### src/rtl/holiday_lights_sequencer.sv
// Holiday lights sequencer: a start/stop button launches a show that rotates an
// N-LED pattern left, then right, then blinks it, cycling until stopped.
module holiday_lights_sequencer #(
  parameter int TICK_DIV = 100000000,
  parameter int ROUNDS   = 2
) (
  input  logic        clk,
  input  logic        rst,
  input  logic        button,
  input  logic [2:0]  switch,
  output logic [15:0] led,
  output logic        busy,
  output logic [1:0]  mode
);

  localparam int CW = $clog2(TICK_DIV);
  localparam int RW = $clog2(ROUNDS + 1);
  localparam logic [CW-1:0] CNT_LAST   = CW'(TICK_DIV - 1);
  localparam logic [RW-1:0] ROUND_LAST = RW'(ROUNDS - 1);

  typedef enum logic [2:0] {
    ST_IDLE  = 3'd0,
    ST_LOAD  = 3'd1,
    ST_RUN_L = 3'd2,
    ST_RUN_R = 3'd3,
    ST_BLINK = 3'd4
  } state_t;

  state_t        state_r, state_nx;
  logic          btn_q_r;
  logic [15:0]   pat_r, pat_nx, led_nx, pat_load_s;
  logic [CW-1:0] cnt_r, cnt_nx;
  logic [3:0]    step_r, step_nx;
  logic [RW-1:0] round_r, round_nx;
  logic          busy_nx, press_s, tick_s;
  logic [1:0]    mode_nx;

  function automatic state_t next_show(input state_t s);
    case (s)
      ST_RUN_L: return ST_RUN_R;
      ST_RUN_R: return ST_BLINK;
      default:  return ST_RUN_L;
    endcase
  endfunction

  // Next-state, LED, counter and registered-output decode
  always_comb begin
    press_s    = button & ~btn_q_r;
    tick_s     = (cnt_r == CNT_LAST);
    pat_load_s = (16'd2 << switch) - 16'd1;
    state_nx   = state_r;
    led_nx     = led;
    pat_nx     = pat_r;
    cnt_nx     = cnt_r;
    step_nx    = step_r;
    round_nx   = round_r;
    case (state_r)
      ST_IDLE: begin
        led_nx = 16'd0;
        if (press_s) state_nx = ST_LOAD;
        else         state_nx = ST_IDLE;
      end
      ST_LOAD: begin
        pat_nx   = pat_load_s;
        led_nx   = pat_load_s;
        cnt_nx   = {CW{1'b0}};
        step_nx  = 4'd0;
        round_nx = {RW{1'b0}};
        state_nx = ST_RUN_L;
      end
      ST_RUN_L, ST_RUN_R, ST_BLINK: begin
        // A stop request wins over any tick or mode advance in the same cycle
        if (press_s) begin
          state_nx = ST_IDLE;
          led_nx   = 16'd0;
          cnt_nx   = {CW{1'b0}};
          step_nx  = 4'd0;
          round_nx = {RW{1'b0}};
        end else if (tick_s) begin
          cnt_nx  = {CW{1'b0}};
          step_nx = step_r + 4'd1;
          case (state_r)
            ST_RUN_L: led_nx = {led[14:0], led[15]};
            ST_RUN_R: led_nx = {led[0], led[15:1]};
            default:  led_nx = (led == 16'd0) ? pat_r : 16'd0;
          endcase
          if (step_r == 4'd15) begin
            if (round_r == ROUND_LAST) begin
              round_nx = {RW{1'b0}};
              state_nx = next_show(state_r);
            end else begin
              round_nx = round_r + RW'(1);
            end
          end else begin
            round_nx = round_r;
          end
        end else begin
          cnt_nx = cnt_r + CW'(1);
        end
      end
      default: begin
        state_nx = ST_IDLE;
        led_nx   = 16'd0;
      end
    endcase
    case (state_nx)
      ST_IDLE:  begin busy_nx = 1'b0; mode_nx = 2'b00; end
      ST_LOAD:  begin busy_nx = 1'b1; mode_nx = 2'b00; end
      ST_RUN_L: begin busy_nx = 1'b1; mode_nx = 2'b01; end
      ST_RUN_R: begin busy_nx = 1'b1; mode_nx = 2'b10; end
      ST_BLINK: begin busy_nx = 1'b1; mode_nx = 2'b11; end
      default:  begin busy_nx = 1'b0; mode_nx = 2'b00; end
    endcase
  end

  // State, pattern, counters and outputs register with synchronous reset
  always_ff @(posedge clk) begin
    if (rst) begin
      state_r <= ST_IDLE;
      btn_q_r <= 1'b0;
      pat_r   <= 16'd0;
      led     <= 16'd0;
      cnt_r   <= {CW{1'b0}};
      step_r  <= 4'd0;
      round_r <= {RW{1'b0}};
      busy    <= 1'b0;
      mode    <= 2'b00;
    end else begin
      state_r <= state_nx;
      btn_q_r <= button;
      pat_r   <= pat_nx;
      led     <= led_nx;
      cnt_r   <= cnt_nx;
      step_r  <= step_nx;
      round_r <= round_nx;
      busy    <= busy_nx;
      mode    <= mode_nx;
    end
  end

endmodule

### config.mk
export PLATFORM = sky130hd
export DESIGN_NAME = holiday_lights_sequencer
export DESIGN_NICKNAME = d
export VERILOG_FILES = /design/src/rtl/holiday_lights_sequencer.sv
export SDC_FILE = /design/constraint.sdc
export NUM_CORES = 1
export LEC_CHECK = 0
export CAP_MARGIN = 20
export CORE_UTILIZATION = 53
export DETAILED_ROUTE_END_ITERATION = 12
export PLACE_DENSITY = 0.7
export SETUP_SLACK_MARGIN = 0.02
export SLEW_MARGIN = 20
export SYNTH_ARGS = -nofsm -noshare
export SYNTH_HDL_FRONTEND = slang
export SYNTH_SLANG_ARGS = --single-unit
### constraint.sdc
create_clock -name clk -period 7.1 [get_ports clk]
set_input_delay 1.42 -clock clk [delete_from_list [all_inputs] [get_ports clk]]
set_output_delay 1.42 -clock clk [all_outputs]
set_load 0.005 [all_outputs]
======== Word level (Yosys, flattened, before mapping) ========
Index checks and enable logic that the tools add are counted.
storage, ports and cells
  register bits ........................... 72
  word-level logic and storage cells ...... 61
  input port bits ......................... 6
operators by class
  bitwise logic cells ..................... 2
  reductions and logical operators ........ 7
  add/subtract/negate cells ............... 4
  multiplexer cells ....................... 25
  eq/ne operators ......................... 13
  shift-type cells ........................ 1
operator list
  cell                                                count
  one-hot mux 16 bit (2 select lines)                 2
  2-to-1 mux 27 bit                                   2
  one-hot mux 27 bit (2 select lines)                 1
  2-to-1 mux 16 bit                                   3
  adder 27 x 1 -> 27 bit, second input constant       1
  == test 27 bit, second input constant               1
  zero test 16 bit                                    1
  left shift 2 x 3 -> 16 bit, first input constant    1
  subtractor 16 x 1 -> 16 bit, second input constant  1
  == test 3 x 2 -> 1 bit, second input constant       4
  2-to-1 mux 3 bit                                    4
  one-hot mux 3 bit (3 select lines)                  1
  2-to-1 mux 2 bit                                    4
  2-to-1 mux 4 bit                                    2
  one-hot mux 4 bit (2 select lines)                  1
  == test 3 x 1 -> 1 bit, second input constant       2
  == test 3 bit, second input constant                2
  != test 3 bit, second input constant                2
  one-hot mux 2 bit (3 select lines)                  1
  one-hot mux 3 bit (2 select lines)                  1
  adder 4 x 1 -> 4 bit, second input constant         1
  == test 4 bit, second input constant                1
  one-hot mux 2 bit (2 select lines)                  1
  OR reduction 4 bit                                  1
  10 further kinds                                    11

======== Depth between registers and ports, before layout ========
Gate-level depths: netlist of the first run.
  depth after elaboration ................. 10
  mapped depth ............................ 8
  gate-level depth less buffers ........... 6

======== Worst setup path before layout of the first run ========
OpenSTA, ideal clock, no wires.
  path kind ............................... input-to-reg
  start point ............................. input button
  end point ............................... register step_r[0]
  path buffers ............................ 1
  setup slack ............................. 4,535 ps
  cell stages on the path ................. 5
  required time ........................... 7,009 ps
  library setup time ...................... 91 ps
  arrival ................................. 2,474 ps
  cell sequence ........................... nor2b_1 > a21oi_1 > clkbuf_1 > nand2_1 > a311oi_1
on the way
  cells in the longest elaborated chain, start to end .. 3
RTL lines
  element                                                                    RTL line  RTL
  from (decl)                                                                9         input logic button,
  AND 1 bit (*)                                                              48        press_s = button & ~btn_q_r;
  2-to-1 mux 4 bit or != test 3 bit (tied branches)                          n/a
  one-hot mux 4 bit (2 select lines) or AND reduction 2 bit (tied branches)  n/a
  to (signal assigned)                                                       134       step_r <= step_nx;
  to (decl)                                                                  33        logic [3:0] step_r, step_nx;
Every way passes the cells marked *; elsewhere a longest branch is shown, timed or not.
A chain may end at the register's enable or synchronous reset.

======== Worst setup path after layout of the first run ========
  start point ............................. input button
  end point ............................... register led[12]
on the way
  cells in the longest elaborated chain, start to end .. 3
RTL lines
  element                              RTL line  RTL
  AND 1 bit (*)                        48
  2-to-1 mux 16 bit                    73        if (press_s) begin
  one-hot mux 16 bit (2 select lines)  57        case (state_r)
  to (signal assigned)                 132       led <= led_nx;
  to (decl)                            11        output logic [15:0] led,
Marked as above.

==> impl_results.md, run 1 <==
- Min-Delay Startpoint: pat_r[6]
- Row cnt: 29
- Final hold viol count: 0
- Met3 routed WL: around 330 um
- Number of unique standard cell types used by synthesis: 50
- Cell Count Post-Placement: 494
- CORE AREA: roughly 6300 sq um
- Hold slack: 0.459 ns
- Multi-input logic area: around 2000 sq um
- WL met2: 3.94 mm
- Placed cell area: between 3000 and 4000 sq um
- GRT Total Usage: about 25%
- Clk_lat worst skew: 0.34 ns
- Die area: approximately 7000 sq um
- Syn Area/Cell: 8.44 sq um
- Post-synth EDFFs: 0
- Residual DRC: 0
- Routed WL: 8.34 mm
- Pwr/cell area: 211 nW/um^2
- Final min period: approximately 3.3 ns
- DR WL/cell: 16.4 um
- DR vias/cell: just over 6
- Post-CTS setup buffers: 0
- Seq/Total Area, Yosys: about two fifths
- Synth area leader: dfxtp_1
- Synth Cell Area: 3500 sq um
- Finished Core Util: around 63%
- Fraction of layout cells with a size suffix above 1: 7.16%
- CP Launch Type: input pin
- Pre-CTS setup slack: 3.52 ns
- Initial antenna violation count: 0
- IO Pins: 25
- CP Class: in2reg
- Req. time, crit path: 7.35 ns
- Die Y-Extent: 83.3 um
- R2R cell count: 6
- FILL cells: between 500 and 600
- Vias in the first global route: 2,891
- RSZ-0062 raised after global routing: false
- Reg2reg setup slack: 4.15 ns
- Achievable Freq: 303 MHz
- Post-Syn Nets: approximately 420
- Post-synth ARST share: 0%
- Final Cycle Share: 46.5%
- GRT overflow: 0
- Final cell count without fillers: 510
- Yosys synthesis warning count: 0
- IO buf count: 24
- CTS H-Tree Depth: 3
- Worst Path Max Fanout: 12
- FF+latch area: roughly 1400 sq um
- Reg2reg start: cnt_r[0]
- Clock sink count: slightly above 70
- Post-CTS sizing: 0
- CTS tree: built
- Post-route ant nets: 0
- Largest net degree at the start of global routing: 60
- Max IR drop VDD: 0.000162 V
- Status: complete, no violations
- Pleak: between 1 and 1.5 nW
- Cells taking the most area after synthesis: dfxtp_1 (41%), a21oi_1 (5.1%), nor3_1 (4.6%), xor2_1 (4.5%), mux2i_1 (4.3%)
- Hold depth: 2
- Hold Path Class: reg2reg
- CTS Root Cell: clkbuf_8
- Syn Inst Count: 415
- Final nets: 436
- Top-area cell type share of the netlist area: around two fifths
- DRT iter0 DRCs: 289
- Total CTS buffers: 9
- First-pass GRT wire length: ~14 mm
- Worst-path clk slew: 0.08 ns
- Fin. max-slew vios: 0
- Post-route cell area: 3990 sq um
- Hold EP: pat_r[6]
- Hold_buf cts: 0
- Yosys reg bits: 71
- Synth Flop Type: dfxtp_1
- CP endpoint kind: register
- CTS Buffer Depth: 2
- Worst Skew: 0.00794 ns
- Routability Congestion: 0.795
- Post-DP HPWL: around 5.3 mm
- Overall power: approximately 840 uW
- DRT met1 WL: 3.95 mm
- Number of max-cap violations: 0
- Chip Width: 83.3 um
- Via count: 3,165
- Syn-to-layout area delta: 13.9%
- TNS Setup: 0 ns
- Initial Utilization: 55.2%
- Setup-failing EPs final: 0
- FF-to-FF End: cnt_r[9]
- Slew HR: around 27%
- Top Metal Used: met4
- CP Launch Point: button
- PnR worst setup slack: 3.80 ns
- DRT Pass-1 Iters: 5
- Worst EP arrival: 3.55 ns
- Antenna cells: 0
- Measured slew at the worst slew-check pin: 1.09 ns
## where the power goes
part | switching (mW) | leakage (nW) | total [mW] | internal [mW]
Sequential | 0.0114 | 0.574 | 0.419 | 0.408
Clock | 0.147 | 0.100 | 0.317 | 0.170
Combinational | 0.0688 | 0.607 | 0.106 | 0.0372
## state kept, by name, indices dropped and copies added, names as in the netlist
name / flops
step_r: 4
round_r: 2
state_r: 3
pat_r: 15
busy: 1
cnt_r: 27
btn_q_r: 1
led: 16
mode: 2
## synthesized netlist by cell type (5+ instances only)
cell type / instances
a21oi_1: 36
o21ai_0: 12
nand2b_1: 7
xor2_1: 18
nand4_1: 15
a21o_1: 5
a211oi_1: 11
clkbuf_1: 19
nor2b_1: 6
nor2_1: 33
xnor2_1: 8
nand3_1: 17
dfxtp_1: 71
nand2_1: 25
nor3_1: 32
or4_1: 7
and2_1: 10
mux2i_1: 15
nor4_1: 7
a31oi_1: 6
## worst max-delay path, cell delays in order
cell and delay (ns):
clkdlybuf4s50_1 0.43, nor2b_1 0.20, a21oi_1 0.74, nand2b_1 0.42, a211oi_1 0.33
## cell usage in the layout (no fill, tap or decap), types with 3 or more instances in the layout
cell type	count
nand2b_1	7
and3_1	4
buf_4	4
and2_1	10
a211oi_1	11
nand2_1	25
xnor2_1	8
a21o_1	5
or4_1	7
mux2i_1	15
a31oi_1	6
o31ai_1	4
and4_1	4
dfxtp_1	71
nor3_1	32
clkinv_2	3
nand4_1	15
a21oi_1	36
o21ai_0	12
clkdlybuf4s50_1	23
nand3_1	17
xor2_1	18
o211ai_1	4
nor2_1	32
clkbuf_8	10
nor2b_1	6
nor4_1	7
## worst max path at each step
stage	endpoint	slack, ns	cells past startpoint
final	led[12]	3.80	5
after global routing	led[11]	3.56	5
after CTS	led[13]	3.86	5
after detailed placement	led[13]	3.52	5
after global placement	cnt_r[4]	3.29	5
after floorplan	step_r[0]	4.54	5
## layer usage
layer | vias up | global-route usage, %
met1 | 1506 | 32.6
met3 | 11 | 3.28
li1 | 1560 | -
met5 | - | 0
met2 | 88 | 40.7
met4 | 0 | 9.72
## layout make-up
cell class,instances,share of cell area [%]
multi-input cells,317,50.4
flip-flops and latches,71,35.6
repair buffers,28,6.65
clock buffers,12,3.64
well taps,77,2.42
clock inverters,4,1.13
inverters,1,0.0941
## cell families after synthesis
family	share of synthesized area [%]
simple gates	28.0
compound gates	16.6
xor+xnor	6.50
flops	40.6
buf+inv	3.00
fa+ha+maj	0.714
mux	4.61
No activity file was read; power rests on OpenSTA's default activity.
==> run 2: changes to the inputs <==
--- a/config.mk
+++ b/config.mk
@@ -8,7 +8,7 @@
 export CAP_MARGIN = 20
 export CORE_UTILIZATION = 53
 export DETAILED_ROUTE_END_ITERATION = 12
-export PLACE_DENSITY = 0.7
+export PLACE_DENSITY = 0.73
 export SETUP_SLACK_MARGIN = 0.02
 export SLEW_MARGIN = 20
 export SYNTH_ARGS = -nofsm -noshare
==> constraint.sdc (replaced) <==
create_clock -name clk -period 2.91 [get_ports clk]
set_input_delay 0.582 -clock clk [delete_from_list [all_inputs] [get_ports clk]]
set_output_delay 0.582 -clock clk [all_outputs]
set_load 0.005 [all_outputs]
==> impl_results.md, run 2 (synthesis results as in run 1) <==
- Post-route ant nets: 0 (unchanged)
- FILL cells: 567 (-1.4%)
- Worst Path Max Fanout: 6 (-6)
- CTS Root Cell: clkbuf_8
- Max reg flops: 27 (unchanged)
- Pwr/cell area: 520 nW/um^2 (+150%)
- Hold EP: pat_r[6]
- Met3 routed WL: 347 um (+4.2%)
- Critical Path, Cell by Cell: or4b_1 > or4_1 > or4_4 > or4_1 > a31oi_1
- RSZ-0062 raised after global routing: false
- CTS H-Tree Depth: 3 (unchanged)
- WL met2: 4.03 mm (+2.4%)
- Row cnt: 29 (unchanged)
- FF-to-FF End: step_r[3]
- DR vias/cell: 6.17 (-0.52%)
- Fin. max-slew vios: 0 (unchanged)
- Biggest register: cnt_r
- Hold Path Class: reg2reg
- Slew HR: 39.2% (+12 points)
- GRT overflow: 0 (unchanged)
- Final min period: approximately 2.6 ns
- Top Metal Used: met4
- CTS tree: built
- Measured slew at the worst slew-check pin: 0.912 ns (-0.179 ns)
- Worst-path clk slew: 0.08 ns (about the same)
- CP Class: reg2reg
- Most frequent CP cell: or4_1
- CTS Buffer Depth: 2 (unchanged)
- R2R cell count: 5 (-1)
- First-pass GRT wire length: 14.0 mm (+0.15%)
- Routability Congestion: 0.819 (+3.0%)
- Final Cycle Share: 89.8%
- Total CTS buffers: 9 (unchanged)
- Max IR drop VDD: 0.000378 V (+130%)
- Hold depth: 2 (unchanged)
- Initial Utilization: 55.2% (unchanged)
- TNS Setup: 0 ns (unchanged)
- Number of max-cap violations: 0 (unchanged)
- Reg2reg setup slack: 0.30 ns (-3.85 ns)
- Die area: 6940 sq um (unchanged)
- Status: complete, no violations
- Slowest stage delay, CP: 0.60 ns (-0.14 ns)
- Reg2reg start: cnt_r[10]
- CP endpoint kind: register
- Worst Skew: 0.00982 ns (+0.00188 ns)
- Chip Width: 83.3 um (unchanged)
- Finished Core Util: 63.8% (+1.0 points)
- Antenna cells: 0 (unchanged)
- DRT Pass-1 Iters: 4 (-1)
- CORE AREA: 6350 sq um (unchanged)
- Largest net degree at the start of global routing: 35 (-42%)
- Min-Delay Startpoint: pat_r[6]
- Worst Path Buf+Inv: 0 (-1)
- IO buf count: 24 (unchanged)
- Via count: 3,198 (+1.0%)
- Die Y-Extent: 83.3 um (unchanged)
- CP max-delay cell: or4_4
- Most frequent cells in the layout: dfxtp_1 (71), a21oi_1 (36), nor2_1 (32), nor3_1 (32), nand2_1 (25)
- Clk_lat worst skew: 0.34 ns (about the same)
- GRT Total Usage: 25.0% (+0.40 points)
- DR WL/cell: 16.2 um (-0.73%)
- Residual DRC: 0 (unchanged)
- Final nets: 444 (+1.8%)
- Post-CTS setup buffers: 0 (unchanged)
- Final hold viol count: 0 (unchanged)
- CP Launch Type: register
- Initial antenna violation count: 0 (unchanged)
- Routed WL: 8.41 mm (+0.83%)
- Setup-failing EPs final: 0 (unchanged)
- IO Pins: 25 (unchanged)
- Fraction of layout cells with a size suffix above 1: 9.07% (+1.9 points)
- Critical path's top delay family: simple AND/OR/NAND/NOR gates
- Worst EP arrival: 2.89 ns (-0.66 ns)
- Vias in the first global route: 2,943 (+1.8%)
- Syn-to-layout area delta: 15.7%
- Top Registers: cnt_r: 27 flops, led: 16 flops, pat_r: 15 flops
- DRT iter0 DRCs: 276 (-4.5%)
- Hold_buf cts: 0 (unchanged)
- DRT met1 WL: 3.92 mm (-0.58%)
- Achievable Freq: around 380 MHz
- Req. time, crit path: 3.18 ns (-4.17 ns)
- Post-CTS sizing: 0 (unchanged)
- Clock sink count: 71 (unchanged)
- Pleak: 1.33 nW (+3.5%)
- Post-DP HPWL: 5.65 mm (+5.8%)
- Commonest non-fill, non-tap cell in the layout: dfxtp_1
==> run 2: area by class of cell <==
type	count	area (sq um)	share of cell area, %
clock buffers	11	151	3.74
flip-flops and latches	71	1420	35.1
well taps	77	96.3	2.38
clock inverters	5	56.3	1.39
repair buffers	36	338	8.34
inverters	1	3.75	0.0926
multi-input cells	317	1990	49.0
==> run 2: worst max-delay path by stage <==
stage	startpoint	end	slack [ns]	depth (start not counted)
after floorplan	cnt_r[0]	cnt_r[10]	0.42	8
after global placement	button	led[15]	0.26	5
after detailed placement	button	led[13]	0.25	5
after CTS	cnt_r[10]	step_r[3]	0.28	5
after global routing	cnt_r[10]	step_r[3]	0.19	5
final	cnt_r[10]	step_r[3]	0.30	5
==> run 2: layer usage <==
| layer | up-vias | GRT usage, % |
|---|---|---|
| li1 | 1575 | - |
| met1 | 1535 | 32.2 |
| met4 | 0 | 12.7 |
| met3 | 10 | 4.57 |
| met5 | - | 0 |
| met2 | 78 | 40.2 |
==> run 2: power by group <==
part	switching [mW]	total (mW)	internal [mW]
sequential	0.0276	1.02	0.996
combinational	0.167	0.270	0.103
clock	0.371	0.812	0.441
total	0.566	2.11	1.54
==> run 2: stage by stage <==
step / cells / total power, mW / hold slack [ns] / instance area (sq um) / setup WS (ns)
2_1_floorplan: 415 / 1.21 / 0.430 / 3500 / 0.418
6_report: 518 / 2.11 / 0.461 / 4050 / 0.297
3_5_place_dp: 502 / 1.31 / 0.446 / 3840 / 0.246
4_1_cts: 518 / 2.12 / 0.460 / 4050 / 0.283
3_3_place_gp: 502 / 1.31 / 0.444 / 3840 / 0.261
5_1_grt: 518 / 2.18 / 0.477 / 4050 / 0.192
==> run 2: worst reg2reg max path, delay by kind of cell (launching register included) <==
family          cells  cell delay [ns]
compound gates      1             0.17
flops               1             0.34
simple gates        4             2.06
